$ cat src/rtl/regfile_arb_pkg.sv
// Shared types for the two-requester register-file arbiter: size defaults,
// FSM encoding, requester IDs and the round-robin pick function.
package regfile_arb_pkg;

    localparam int unsigned ADDR_W_DEF = 3;
    localparam int unsigned DATA_W_DEF = 4;

    typedef enum logic [1:0] {
        ST_IDLE   = 2'd0,
        ST_ACCESS = 2'd1,
        ST_DONE   = 2'd2
    } arb_state_t;

    typedef enum logic {
        REQ_A = 1'b0,
        REQ_B = 1'b1
    } req_id_t;

    // Sole requester wins outright; the pointer only breaks a tie.
    function automatic req_id_t rr_pick(input logic req_a, input logic req_b,
                                        input req_id_t ptr);
        req_id_t pick;
        pick = REQ_A;
        if (req_a && req_b) begin
            pick = ptr;
        end else if (req_b) begin
            pick = REQ_B;
        end
        return pick;
    endfunction

endpackage

$ cat src/rtl/rr_arb2.sv
// Two-way round-robin arbiter: combinational pick, pointer flips only on a
// contested grant.
module rr_arb2
    import regfile_arb_pkg::*;
(
    input  logic    clk,
    input  logic    rst_n,
    input  logic    i_req_a,
    input  logic    i_req_b,
    input  logic    i_take,
    output req_id_t o_grant_c,
    output logic    o_valid_c
);

    req_id_t r_ptr;

    assign o_grant_c = rr_pick(i_req_a, i_req_b, r_ptr);
    assign o_valid_c = i_req_a | i_req_b;

    always_ff @(posedge clk or negedge rst_n) begin
        if (!rst_n) begin
            r_ptr <= REQ_A;
        end else if (i_take && i_req_a && i_req_b) begin
            r_ptr <= (r_ptr == REQ_A) ? REQ_B : REQ_A;
        end
    end

endmodule

$ cat src/rtl/regfile_arbiter.sv
// Arbitrates two requesters onto a single-port register file; each access
// runs IDLE -> ACCESS -> DONE with a one-cycle ack to the granted requester.
module regfile_arbiter
    import regfile_arb_pkg::*;
#(
    parameter int unsigned ADDR_W = ADDR_W_DEF,
    parameter int unsigned DATA_W = DATA_W_DEF
) (
    input  logic              clk,
    input  logic              rst_n,
    input  logic              a_req,
    input  logic              a_we,
    input  logic [ADDR_W-1:0] a_addr,
    input  logic [DATA_W-1:0] a_wdata,
    output logic              a_ack,
    output logic [DATA_W-1:0] a_rdata,
    input  logic              b_req,
    input  logic              b_we,
    input  logic [ADDR_W-1:0] b_addr,
    input  logic [DATA_W-1:0] b_wdata,
    output logic              b_ack,
    output logic [DATA_W-1:0] b_rdata,
    output logic              rf_we,
    output logic [ADDR_W-1:0] rf_addr,
    output logic [DATA_W-1:0] rf_wdata,
    input  logic [DATA_W-1:0] rf_rdata,
    output logic              busy
);

    arb_state_t        r_state;
    arb_state_t        w_state_nxt;
    req_id_t           r_gnt;
    logic              r_rf_we;
    logic [ADDR_W-1:0] r_addr;
    logic [DATA_W-1:0] r_wdata;
    logic              r_a_ack;
    logic              r_b_ack;
    logic              r_busy;
    logic [DATA_W-1:0] r_a_rdata;
    logic [DATA_W-1:0] r_b_rdata;

    req_id_t           w_grant;
    logic              w_valid;
    logic              w_take;
    logic              w_start;
    logic              w_finish;
    logic              w_sel_we;
    logic [ADDR_W-1:0] w_sel_addr;
    logic [DATA_W-1:0] w_sel_wdata;

    assign w_take = (r_state == ST_IDLE);

    rr_arb2 u_rr_arb2 (
        .clk       (clk),
        .rst_n     (rst_n),
        .i_req_a   (a_req),
        .i_req_b   (b_req),
        .i_take    (w_take),
        .o_grant_c (w_grant),
        .o_valid_c (w_valid)
    );

    assign w_sel_we    = (w_grant == REQ_B) ? b_we    : a_we;
    assign w_sel_addr  = (w_grant == REQ_B) ? b_addr  : a_addr;
    assign w_sel_wdata = (w_grant == REQ_B) ? b_wdata : a_wdata;

    always_ff @(posedge clk or negedge rst_n) begin
        if (!rst_n) begin
            r_state <= ST_IDLE;
        end else begin
            r_state <= w_state_nxt;
        end
    end

    always_comb begin
        w_state_nxt = r_state;
        w_start     = 1'b0;
        w_finish    = 1'b0;
        case (r_state)
            ST_IDLE: begin
                if (w_valid) begin
                    w_state_nxt = ST_ACCESS;
                    w_start     = 1'b1;
                end
            end
            ST_ACCESS: begin
                w_state_nxt = ST_DONE;
                w_finish    = 1'b1;
            end
            ST_DONE:  w_state_nxt = ST_IDLE;
            default:  w_state_nxt = ST_IDLE;
        endcase
    end

    // Grant latch, register-file drive, acks and per-port read-data capture.
    always_ff @(posedge clk or negedge rst_n) begin
        if (!rst_n) begin
            r_gnt     <= REQ_A;
            r_rf_we   <= 1'b0;
            r_addr    <= '0;
            r_wdata   <= '0;
            r_a_ack   <= 1'b0;
            r_b_ack   <= 1'b0;
            r_busy    <= 1'b0;
            r_a_rdata <= '0;
            r_b_rdata <= '0;
        end else begin
            r_busy  <= (w_state_nxt != ST_IDLE);
            r_a_ack <= w_finish && (r_gnt == REQ_A);
            r_b_ack <= w_finish && (r_gnt == REQ_B);
            if (w_start) begin
                r_gnt   <= w_grant;
                r_rf_we <= w_sel_we;
                r_addr  <= w_sel_addr;
                r_wdata <= w_sel_wdata;
            end else if (w_finish) begin
                r_rf_we <= 1'b0;
            end
            // r_rf_we still holds the latched op type during ACCESS.
            if (w_finish && !r_rf_we) begin
                if (r_gnt == REQ_A) begin
                    r_a_rdata <= rf_rdata;
                end else begin
                    r_b_rdata <= rf_rdata;
                end
            end
        end
    end

    assign rf_we    = r_rf_we;
    assign rf_addr  = r_addr;
    assign rf_wdata = r_wdata;
    assign a_ack    = r_a_ack;
    assign b_ack    = r_b_ack;
    assign a_rdata  = r_a_rdata;
    assign b_rdata  = r_b_rdata;
    assign busy     = r_busy;

endmodule

$ cat config.mk
export PLATFORM = sky130hd
export DESIGN_NAME = regfile_arbiter
export DESIGN_NICKNAME = d
export VERILOG_FILES = /design/src/rtl/regfile_arb_pkg.sv /design/src/rtl/rr_arb2.sv /design/src/rtl/regfile_arbiter.sv
export SDC_FILE = /design/constraint.sdc
export NUM_CORES = 1
export LEC_CHECK = 0
export CORE_MARGIN = 2
export CORE_UTILIZATION = 44
export CTS_CLUSTER_DIAMETER = 80
export DETAILED_ROUTE_END_ITERATION = 12
export PLACE_DENSITY = 0.91
export SYNTH_ARGS = -nofsm -noshare
export SYNTH_HDL_FRONTEND = slang
export SYNTH_SLANG_ARGS = --single-unit
$ cat constraint.sdc
create_clock -name clk -period 3.7 [get_ports clk]
set_input_delay 0.74 -clock clk [delete_from_list [all_inputs] [get_ports clk]]
set_output_delay 0.74 -clock clk [all_outputs]
set_load 0.05 [all_outputs]
# Word level (Yosys, flattened, before mapping)
# Cells that the tools add are included.
[word_totals] inputBits=24 wordCells=39 out_inout_bits=19 regBits=23
[op_classes] bitwise_logic=2 reduce_logical=12 n_mux=13 eq_ne=1
[op_table] op="$mux 1" count=9
[op_table] op="$logic_and 1x1->1" count=6
[op_table] op="$mux 4" count=1
[op_table] op="$pmux 2 s2" count=1
[op_table] op="$reduce_and 2->1" count=2
[op_table] op="$reduce_bool 2->1" count=2
[op_table] op="$mux 3" count=1
[op_table] op="$eq 2x1->1 const B" count=1
[op_table] op="$logic_not 2->1" count=1
[op_table] op="$mux 2" count=1
[op_table] op="$logic_not 1->1" count=1
[op_table] op="$not 1->1" count=1
[op_table] op="$or 1x1->1" count=1

# Depth between registers and ports, before layout
# Gate-level depths: netlist of run 1.
[depth] word_depth=4 depth_mapped=5 depth_no_buf=3

# Cells and area by module
# A second synthesis of run 1 with hierarchy kept.
[unflattened] hier_cells=76 hier_area_um2=954.7
[by_module_without_submodules] mod="regfile_arbiter" seq_area_each_um2=550.5 area_per_inst_um2=898.4 n_inst=1 cells_each=70
[by_module_without_submodules] mod="rr_arb2" seq_area_each_um2=25.0 area_per_inst_um2=56.3 n_inst=1 cells_each=6

# Worst setup path before layout of run 1
# No wires, ideal clock.
[synth_timing] path_kind="input-to-reg" startpoint="input b_req" endpoint="register r_busy (netlist: busy)" cell_stages=5 arrival_ps=1481 t_required_ps=3579 path_buffers=2 setup_ps=121 setup_slack_ps=2098 cell_sequence="or2_1 buf_6 and2_4 buf_6 nand2b_1"
[synth_between] elab_chain_len=4
[synth_lines] item="from (decl)" line_no="regfile_arbiter.sv:17" rtl="input logic b_req,"
[synth_lines] item="$or 1x1->1" line_no="rr_arb2.sv:18" rtl="assign o_valid_c = i_req_a | i_req_b;"
[synth_lines] item="$mux 2" line_no="regfile_arbiter.sv:81" rtl="if (w_valid) begin"
[synth_lines] item="$pmux 2 s2" line_no="regfile_arbiter.sv:79" rtl="case (r_state)"
[synth_lines] item="named net w_state_nxt[0]" line_no="regfile_arbiter.sv:31" rtl="arb_state_t w_state_nxt;"
[synth_lines] item="$reduce_bool 2->1" line_no="regfile_arbiter.sv:108" rtl="r_busy <= (w_state_nxt != ST_IDLE);"
[synth_lines] item="to (signal assigned)" line_no="regfile_arbiter.sv:108"
[synth_lines] item="to (decl)" line_no="regfile_arbiter.sv:38" rtl="logic r_busy;"
# The timed path passes the listed nets, and every way through them passes these cells.
# A chain may end at the register's enable or synchronous reset.

# Worst setup path in the final report of run 1
[layout_timing] startpoint="register r_rf_we (netlist: rf_we)" endpoint="output rf_we"
[layout_rtl] item="from (decl)" line_no="regfile_arbiter.sv:33" rtl="logic r_rf_we;"
[layout_rtl] item="from (signal assigned)" line_no="regfile_arbiter.sv:113" rtl="r_rf_we <= w_sel_we;"
[layout_rtl] item="to (decl)" line_no="regfile_arbiter.sv:23" rtl="output logic rf_we,"
# No word-level cell between the ends.

==> results of run 1 <==
[cells in the mapped netlist (all sizes together)]
cell type and count:
nand3 8, nor2b 1, inv 2, buf 4, nand2b 3, o21ai 8, a22oi 1, nor2 2
a32o 1, xor2 1, clkbuf 1, a31oi 8, and2 1, or2 1, nand2 1, and3 1
a21oi 7, mux2 8, and2b 1, and3b 1, nor3 1, dfrtp 23
[path summary, 6_finish.rpt]
check	from	endpoint	slack (ps)
setup / recovery	rf_we	rf_we	1420
hold / removal	r_gnt	a_ack	500
setup reg to reg	r_state[0]	rf_wdata[0]	2150
hold reg to reg	r_gnt	a_ack	500
max in group asynchronous	rst_n	rf_wdata[3]	2140
min in group asynchronous	rst_n	a_rdata[0]	970
[sequential cells by signal, summed over array words and instances (netlist names)]
| register | cells |
|---|---|
| a_ack | 1 |
| a_rdata | 4 |
| b_ack | 1 |
| b_rdata | 4 |
| busy | 1 |
| r_gnt | 1 |
| r_state | 2 |
| rf_addr | 3 |
| rf_wdata | 4 |
| rf_we | 1 |
| u_rr_arb2.r_ptr | 1 |
[layout make-up]
type	count	area [um^2]
fillers	181	729
flip-flops and latches	23	576
repair buffers	42	420
multi-input cells	55	375
well taps	28	35.0
clock buffers	4	26.3
inverters	2	7.51
[routing by layer]
metal  up-vias  routed length [um]  track usage
li1        387                   -            -
met5         -                   0            0
met1       406                 855        0.195
met4         0                   0       0.0526
met3         0                 151       0.0402
met2        34                1110        0.321
[where the power goes]
group	switching [W]	total (W)	internal, W
Clock	0.0000687	0.000111	0.0000420
Sequential	0.0000782	0.000455	0.000377
Combinational	0.000542	0.000861	0.000319
Total	0.000689	0.00143	0.000738
[cells by family after synthesis]
kind of cell / after synthesis / share of synthesized area
AO/OA/AOI/OAI: 25 / 0.143
buffers and inverters: 7 / 0.0440
multiplexers: 8 / 0.0906
XOR/XNOR: 1 / 0.00881
AND/OR/NAND/NOR: 21 / 0.135
flip-flops: 23 / 0.579
[through the flow]
| step | instances | power, W | util | instance area [um^2] | hold slack, ps |
|---|---|---|---|---|---|
| after global routing | 154 | 0.00150 | 0.664 | 1440 | 513 |
| final | 154 | 0.00143 | 0.664 | 1440 | 498 |
| after CTS | 154 | 0.00143 | 0.664 | 1440 | 500 |
| after detailed placement | 150 | 0.00132 | 0.652 | 1410 | 482 |
| after global placement | 150 | 0.00130 | 0.652 | 1410 | 472 |
| after floorplan | 85 | 0.00105 | - | 995 | 444 |
==> key figures, run 1 <==
Status
  • Outcome: complete, no violations

STA
  • Final Worst Setup Slack: 1420 ps
  • Slew @ Worst Pin: roughly 980 ps
  • Max_slew headroom: 0.346
  • Hold violation count in the final report: 0
  • Final period utilization: 0.617
  • RSZ-0062 raised after global routing: false
  • Final setup viols: 0
  • Final min period: 2280 ps
  • Clock skew: ~2.6 ps
  • Fmax achieved: 438 MHz
  • Final slew viol count: 0
  • Setup TNS: 0 ps

Routing
  • WL/cell: roughly 14 um
  • Drt drc: 0
  • Initial DRC Count: 5
  • Routed wire length: ~2100 um
  • DR pass1 iterations: 4
  • DRT antenna net count: 0
  • Vias/cell: 5.37
  • Vias after detailed routing: 827

Clock network
  • # clock sinks: 23
  • Post CTS Setup Buffer Count: 0
  • CTS Buf Count: 3
  • CTS root buffer: clkbuf_4
  • CTS tree: done
  • Max Root-Sink Buffers: 2
  • CTS clock-pin slew for the worst setup and hold paths: between 100 and 150 ps
  • Skew-Pair Late Insertion Delay: 300 ps
  • Cts repair resizes: 0
  • Hold Buf Count CTS: 0
  • CTS H-tree lvls: 1

Cells and area
  • Commonest non-fill, non-tap cell in the layout: clkdlybuf4s50_1
  • Area growth, synth to finish: 44.8%
  • Fin nets: around 150
  • Fraction of layout cells with a size suffix above 1: 0.119
  • Commonest cells after routing, fill and taps aside: 42 x clkdlybuf4s50_1, 23 x dfrtp_1
  • Inserted Diodes: 0

Worst setup path
  • Worst Path Required: 2960 ps
  • Startpoint class of the critical path: flip-flop
  • Slowest CP cell: clkdlybuf4s50_1
  • Worst-case reg-to-reg path depth: 3
  • WS Path Type: flip-flop to output pin
  • WP depth: 1
  • CP Max Fanout: 4
  • Crit-path leading delay family: buffers and inverters
  • CP peak stage delay: just over 800 ps
  • Arrival time at the worst endpoint: 1540 ps
  • Crit path cell chain: clkdlybuf4s50_1
  • CP Buf/Inv Count: 1
  • Crit end category: output pin

Placement
  • DP HPWL: 1620 um
  • RePlAce Congestion: 0.811
  • Pre-CTS setup slack: 1440 ps
  • # port buffers: 42

Global route
  • Largest net degree at the start of global routing: 24
  • Antenna violations before repair: 0
  • Vias in the first global route: 781
  • GR Overflow Total: 0
  • First-pass GRT wire length: 3370 um
  • Total track usage: 0.173

Logic synthesis
  • Synthesized area: 995 um^2
  • Sequential area share after synthesis: 0.579
  • Yosys cell types: 24
  • Synth area leader: dfrtp_1
  • Post-synthesis register bit count: 23
  • Top area cells in the synthesized netlist: dfrtp_1 58%, mux2_2 9.1%, a31oi_1 5.0%
  • Mapped Avg Cell Area: about 12 um^2
  • Post-synth top area share: 0.579
  • Mapped Nets: 109
  • Cell count after synthesis: 85
  • Number of synthesis warnings: 0

Floorplanning
  • Core area: 0.00217 mm^2
  • Rows: 17
  • Die height: 51.5 um
  • Die ar.: 0.00266 mm^2
  • IO Pins: 43
  • Die extent in x: just over 50 um
  • Initial Util: 0.458

Power and ir drop
  • Pleak: 0.593 nW
  • Worst VDD drop: between 0.5 and 0.6 mV
  • Power Dens Cells: roughly 1000 mW/mm^2

Worst hold path
  • Worst hold-check path type: flip-flop to flip-flop
  • Hold Path Stages: 1

Run
  • Max Cap Violations: 0
(Power assumes the default switching activity.)
==> run 2, diff against run 1 <==
--- a/config.mk
+++ b/config.mk
@@ -6,10 +6,10 @@
 export NUM_CORES = 1
 export LEC_CHECK = 0
 export CORE_MARGIN = 2
-export CORE_UTILIZATION = 44
+export CORE_UTILIZATION = 37
 export CTS_CLUSTER_DIAMETER = 80
 export DETAILED_ROUTE_END_ITERATION = 12
-export PLACE_DENSITY = 0.91
+export PLACE_DENSITY = 0.82
 export SYNTH_ARGS = -nofsm -noshare
 export SYNTH_HDL_FRONTEND = slang
 export SYNTH_SLANG_ARGS = --single-unit
==> constraint.sdc (replaced) <==
create_clock -name clk -period 2 [get_ports clk]
set_input_delay 0.4 -clock clk [delete_from_list [all_inputs] [get_ports clk]]
set_output_delay 0.4 -clock clk [all_outputs]
set_load 0.05 [all_outputs]
==> run 2 against run 1 <==
Compared with the run above:
- non-clock buffer count up 2
- clock skew down 0.95 ps
- final area up 1.4%
- hold slack worse by 58 ps
- critical endpoint is now rf_addr[2]
==> key figures, run 2 (same netlist as run 1, synthesis figures left out) <==
Power and ir drop
  • Clk network pwr share: 0.075
  • Worst VDD drop: 1.19 mV
  • Power Dens Cells: 1810 mW/mm^2
  • Int Power: 0.00137 W
  • Seq pwr share: 0.322
  • Gate power share: 0.603
  • Sw Pwr: 0.00128 W
  • Sw frac: 0.484
  • Pleak: 0.612 nW

Clock network
  • CTS clock-pin slew for the worst setup and hold paths: between 100 and 150 ps
  • CTS root buffer: clkbuf_4
  • Post CTS Setup Buffer Count: 0
  • Hold Buf Count CTS: 0
  • CTS H-tree lvls: 1
  • # clock sinks: 23
  • CTS Buf Count: 3
  • Skew-Pair Late Insertion Delay: 300 ps
  • Max Root-Sink Buffers: 2
  • CTS tree: done

Cells and area
  • Fin nets: 153
  • Commonest non-fill, non-tap cell in the layout: clkdlybuf4s50_1
  • Post-layout util: 0.579
  • Post-Layout Inst Area: 0.00146 mm^2
  • Inserted Diodes: 0
  • Commonest cells after routing, fill and taps aside: 41 x clkdlybuf4s50_1, 23 x dfrtp_1
  • Area growth, synth to finish: 46.8%
  • Fraction of layout cells with a size suffix above 1: 0.133

Floorplanning
  • Initial Util: 0.394
  • Die ar.: 0.00312 mm^2
  • Rows: 18
  • Core area: 0.00252 mm^2
  • Die extent in x: 55.9 um
  • Die height: 55.9 um
  • IO Pins: 43

Worst setup path
  • Crit end category: output pin
  • Register-to-register setup slack: 470 ps
  • Worst R2R Start: r_state[0]
  • CP Buf/Inv Count: 1
  • Worst-case reg-to-reg path depth: 3
  • Worst Path Required: ~1600 ps
  • CP peak stage delay: 820 ps
  • Crit path cell chain: clkdlybuf4s50_1
  • Crit-path leading delay family: buffers and inverters
  • Arrival time at the worst endpoint: roughly 1500 ps
  • Slowest CP cell: clkdlybuf4s50_1
  • Startpoint class of the critical path: flip-flop
  • CP Max Fanout: 2
  • Reg2Reg Capture Point: rf_addr[1]
  • WS Path Type: flip-flop to output pin

Global route
  • First-pass GRT wire length: approximately 3600 um
  • Total track usage: 0.149
  • Largest net degree at the start of global routing: 24
  • GR Overflow Total: 0
  • Vias in the first global route: 829
  • Antenna violations before repair: 0

STA
  • RSZ-0062 raised after global routing: false
  • Final setup viols: 0
  • Final period utilization: 0.956
  • Clock skew: between 1.5 and 2 ps
  • Hold violation count in the final report: 0
  • Final min period: about 1900 ps
  • Fmax achieved: around 520 MHz
  • Setup TNS: 0 ps
  • Max_slew headroom: 0.547
  • Final slew viol count: 0
  • Worst hold slack: 440 ps
  • Slew @ Worst Pin: ~680 ps

Routing
  • WL/cell: roughly 14 um
  • DRT antenna net count: 0
  • Routed wire length: 2170 um
  • Drt drc: 0
  • Initial DRC Count: 17
  • Vias after detailed routing: 828
  • Vias/cell: about 5.2
  • DR pass1 iterations: 4

Run
  • Max Cap Violations: 0

Placement
  • RePlAce Congestion: 0.883
  • # port buffers: 42
  • DP HPWL: 1720 um
  • Placed instance area: 0.00143 mm^2

Status
  • Outcome: complete, no violations

Worst hold path
  • Worst hold-check path type: input port to asynchronous set/reset pin
==> run 2: cell types whose count changed in the layout (fill, tap and decap cells not counted) <==
cell	delta
dlymetal6s2s_1	+1
buf_4	+2
clkdlybuf4s50_1	-1
==> run 2: how the worst max path moves through the flow <==
stage | from | end | slack, ps | depth (start not counted)
after floorplan | rf_we | a_rdata[0] | 620 | 2
after global placement | a_req | busy | 330 | 4
after detailed placement | a_req | rf_addr[1] | 270 | 4
after CTS | rf_we | rf_we | 20 | 1
after global routing | rf_addr[1] | rf_addr[1] | 50 | 1
final | rf_addr[2] | rf_addr[2] | 90 | 1
==> run 2: timing repair <==
action	in CTS	in global routing
setup endpoints to repair	0	1
gates resized for setup	0	1
hold endpoints to repair	0	0
==> run 2: power groups by stage <==
| stage | sequential (W) | clock [W] | combinational (W) |
|---|---|---|---|
| global placement | 0.000852 | 0 | 0.00158 |
| detailed placement | 0.000861 | 0 | 0.00161 |
| floorplan | 0.00150 | 0 | 0.000450 |
| finish | 0.000851 | 0.000200 | 0.00160 |
| global route | 0.000882 | 0.000227 | 0.00168 |
| CTS | 0.000855 | 0.000210 | 0.00161 |
==> run 2: routing by layer <==
metal / global-route usage / share of wire / up-vias
li1: - / - / 393
met1: 0.177 / 0.42 / 380
met2: 0.253 / 0.47 / 49
met3: 0.0349 / 0.086 / 6
met4: 0.0680 / 0.020 / 0
met5: 0 / 0 / -
==> run 2: worst reg2reg max path, stage by stage, from the launching register on <==
cell,delay (ps)
dfrtp_1,440
nor2_1,550
and2_4,330
a31oi_1,100
==> run 2: layout make-up <==
cell class	instances	area, um^2
fill	230	1060
multi-input combinational	55	375
inverter	2	7.51
tap	30	37.5
clock buffer	4	26.3
timing repair buffer	44	438
sequential	23	576
==> run 2: stage by stage <==
stage | power (W) | setup WS [ps] | instances
after floorplan | 0.00195 | 619 | 85
after global placement | 0.00243 | 331 | 154
after detailed placement | 0.00247 | 268 | 154
after CTS | 0.00267 | 15.2 | 158
after global routing | 0.00279 | 47.6 | 158
final | 0.00265 | 87.9 | 158
==> RTL edit (config.mk and constraints of run 2) <==
Change the package constant `DATA_W_DEF` from 4 to 5.
--- a/src/rtl/regfile_arb_pkg.sv
+++ b/src/rtl/regfile_arb_pkg.sv
@@ -3,7 +3,7 @@
 package regfile_arb_pkg;
 
     localparam int unsigned ADDR_W_DEF = 3;
-    localparam int unsigned DATA_W_DEF = 4;
+    localparam int unsigned DATA_W_DEF = 5;
 
     typedef enum logic [1:0] {
         ST_IDLE   = 2'd0,
Ports: changed (6 resized); port bits go from 43 to 49. No check against the original RTL was run, so the function may have changed too.
==> RTL edit against run 2 <==
- worst hold slack lost 0.012 ns
- sequential cell count grew 3
- routed wire length grew 29%
- synthesized area grew 27%
- setup slack lost 0.012 ns
- power grew 24%
- critical path depth is the same
- synthesized cell count grew 11%
- register-to-register slack gained 0.13 ns
- sequential power grew 12%
- clock power grew 30%
- final area grew 24%
- largest cell class unchanged
==> RTL edit: results <==
[pwr]
peakVddDrop_v = 0.0005955
leakage_uw = 0.0007093

[drt]
avgViaCountPerCell = 4.874
met3_length_um = 194
routed_wl_mm = 2.796
dr.first_iter.drc_count = 15
routed-via-count = 931
wl_met2_mm = 1.461
wl_met1_mm = 1.120

[synthesis]
synthDistinctLibCells = 25
synth.area.top_cells = dfrtp_1 52%, a31oi_4 15%, mux2_1 8.9%
syn_nets = 121
ys_seq_area_share_pct = 51.64
yosys-top-cells-count = 26 x dfrtp_1, 10 x mux2_1, 9 x a31oi_4, 9 x nand3_1, 9 x o21ai_0
synthCells = 94

[global_route]
grt_max_degree = 27
gr-usage-all-layers_pct = 15.36
grt_pass1_vias = 1023
grt_pass1_wl_mm = 4.740

[cells_and_area]
nets = 173
drive_gt1_share_pct = 14.48

[sta]
slew_headroom_pct = 65.83
final.setup_skew_ns = 0.004759
whs_ns = 0.4280
timing.final.crit_period_ns = 1.924

[place]
post-dp-hpwl_mm = 2.214
port_buffers = 48
placedCellCount = 187
dpl_cell_area_um2 = 1777
place_ws_ns = 0.1267
gp_congestion = 0.7680

[status]
status = finished, final reports clean

[clock_tree]
cts_resized = 0
clk_latency_ns = 0.32
cts_max_path_buffers = 2
clk_pin_slew_ns = 0.14
post-cts-setup-buffers = 0

[setup_path]
cp_slowest_cell = clkdlybuf4s50_1
reg2reg_slack_ns = 0.60
slowest_delay_ns = 0.82
regToRegStartpoint = r_state[1]$_DFF_PN0_
crit_end = rf_wdata[0]
critical-path-top-delay-family = buffers and inverters
timing.rr.end = a_rdata[4]$_DFFE_PN0P_
crit_start = rf_wdata[0]$_DFFE_PN0P_
==> RTL edit: changes by cell type in the layout (fill, tap and decap cells not counted), sizes merged, moves of 2 or more <==
cell,change
mux2,+2
dfrtp,+3
clkdlybuf4s50,+6
buf,+3
==> RTL edit: layout make-up <==
type,instances,area (um2)
clock buffer,4,36.28
fill,308,1498
inverter,2,7.507
multi-input combinational,61,553.0
sequential,26,650.6
tap,46,57.56
timing repair buffer,52,508.0
==> RTL edit: metal layers <==
layer,global-route usage [%],vias up
met2,27.31,42
met4,4.167,0
met5,0,-
met1,18.90,446
li1,-,441
met3,3.261,2
==> RTL edit: cells by family after synthesis <==
kind of cell           after synthesis  synth area share (%)
AO/OA/AOI/OAI                       28                 23.34
flip-flops                          26                 51.64
AND/OR/NAND/NOR                     22                 10.92
multiplexers                        10                 8.938
buffers and inverters                7                 4.468
XOR/XNOR                             1                0.6953
==> RTL edit: where the power goes <==
part	total [uW]	switching (uW)	internal (uW)
clock	261	149	111
sequential	949	161	788
combinational	2070	1310	763
total	3280	1620	1660
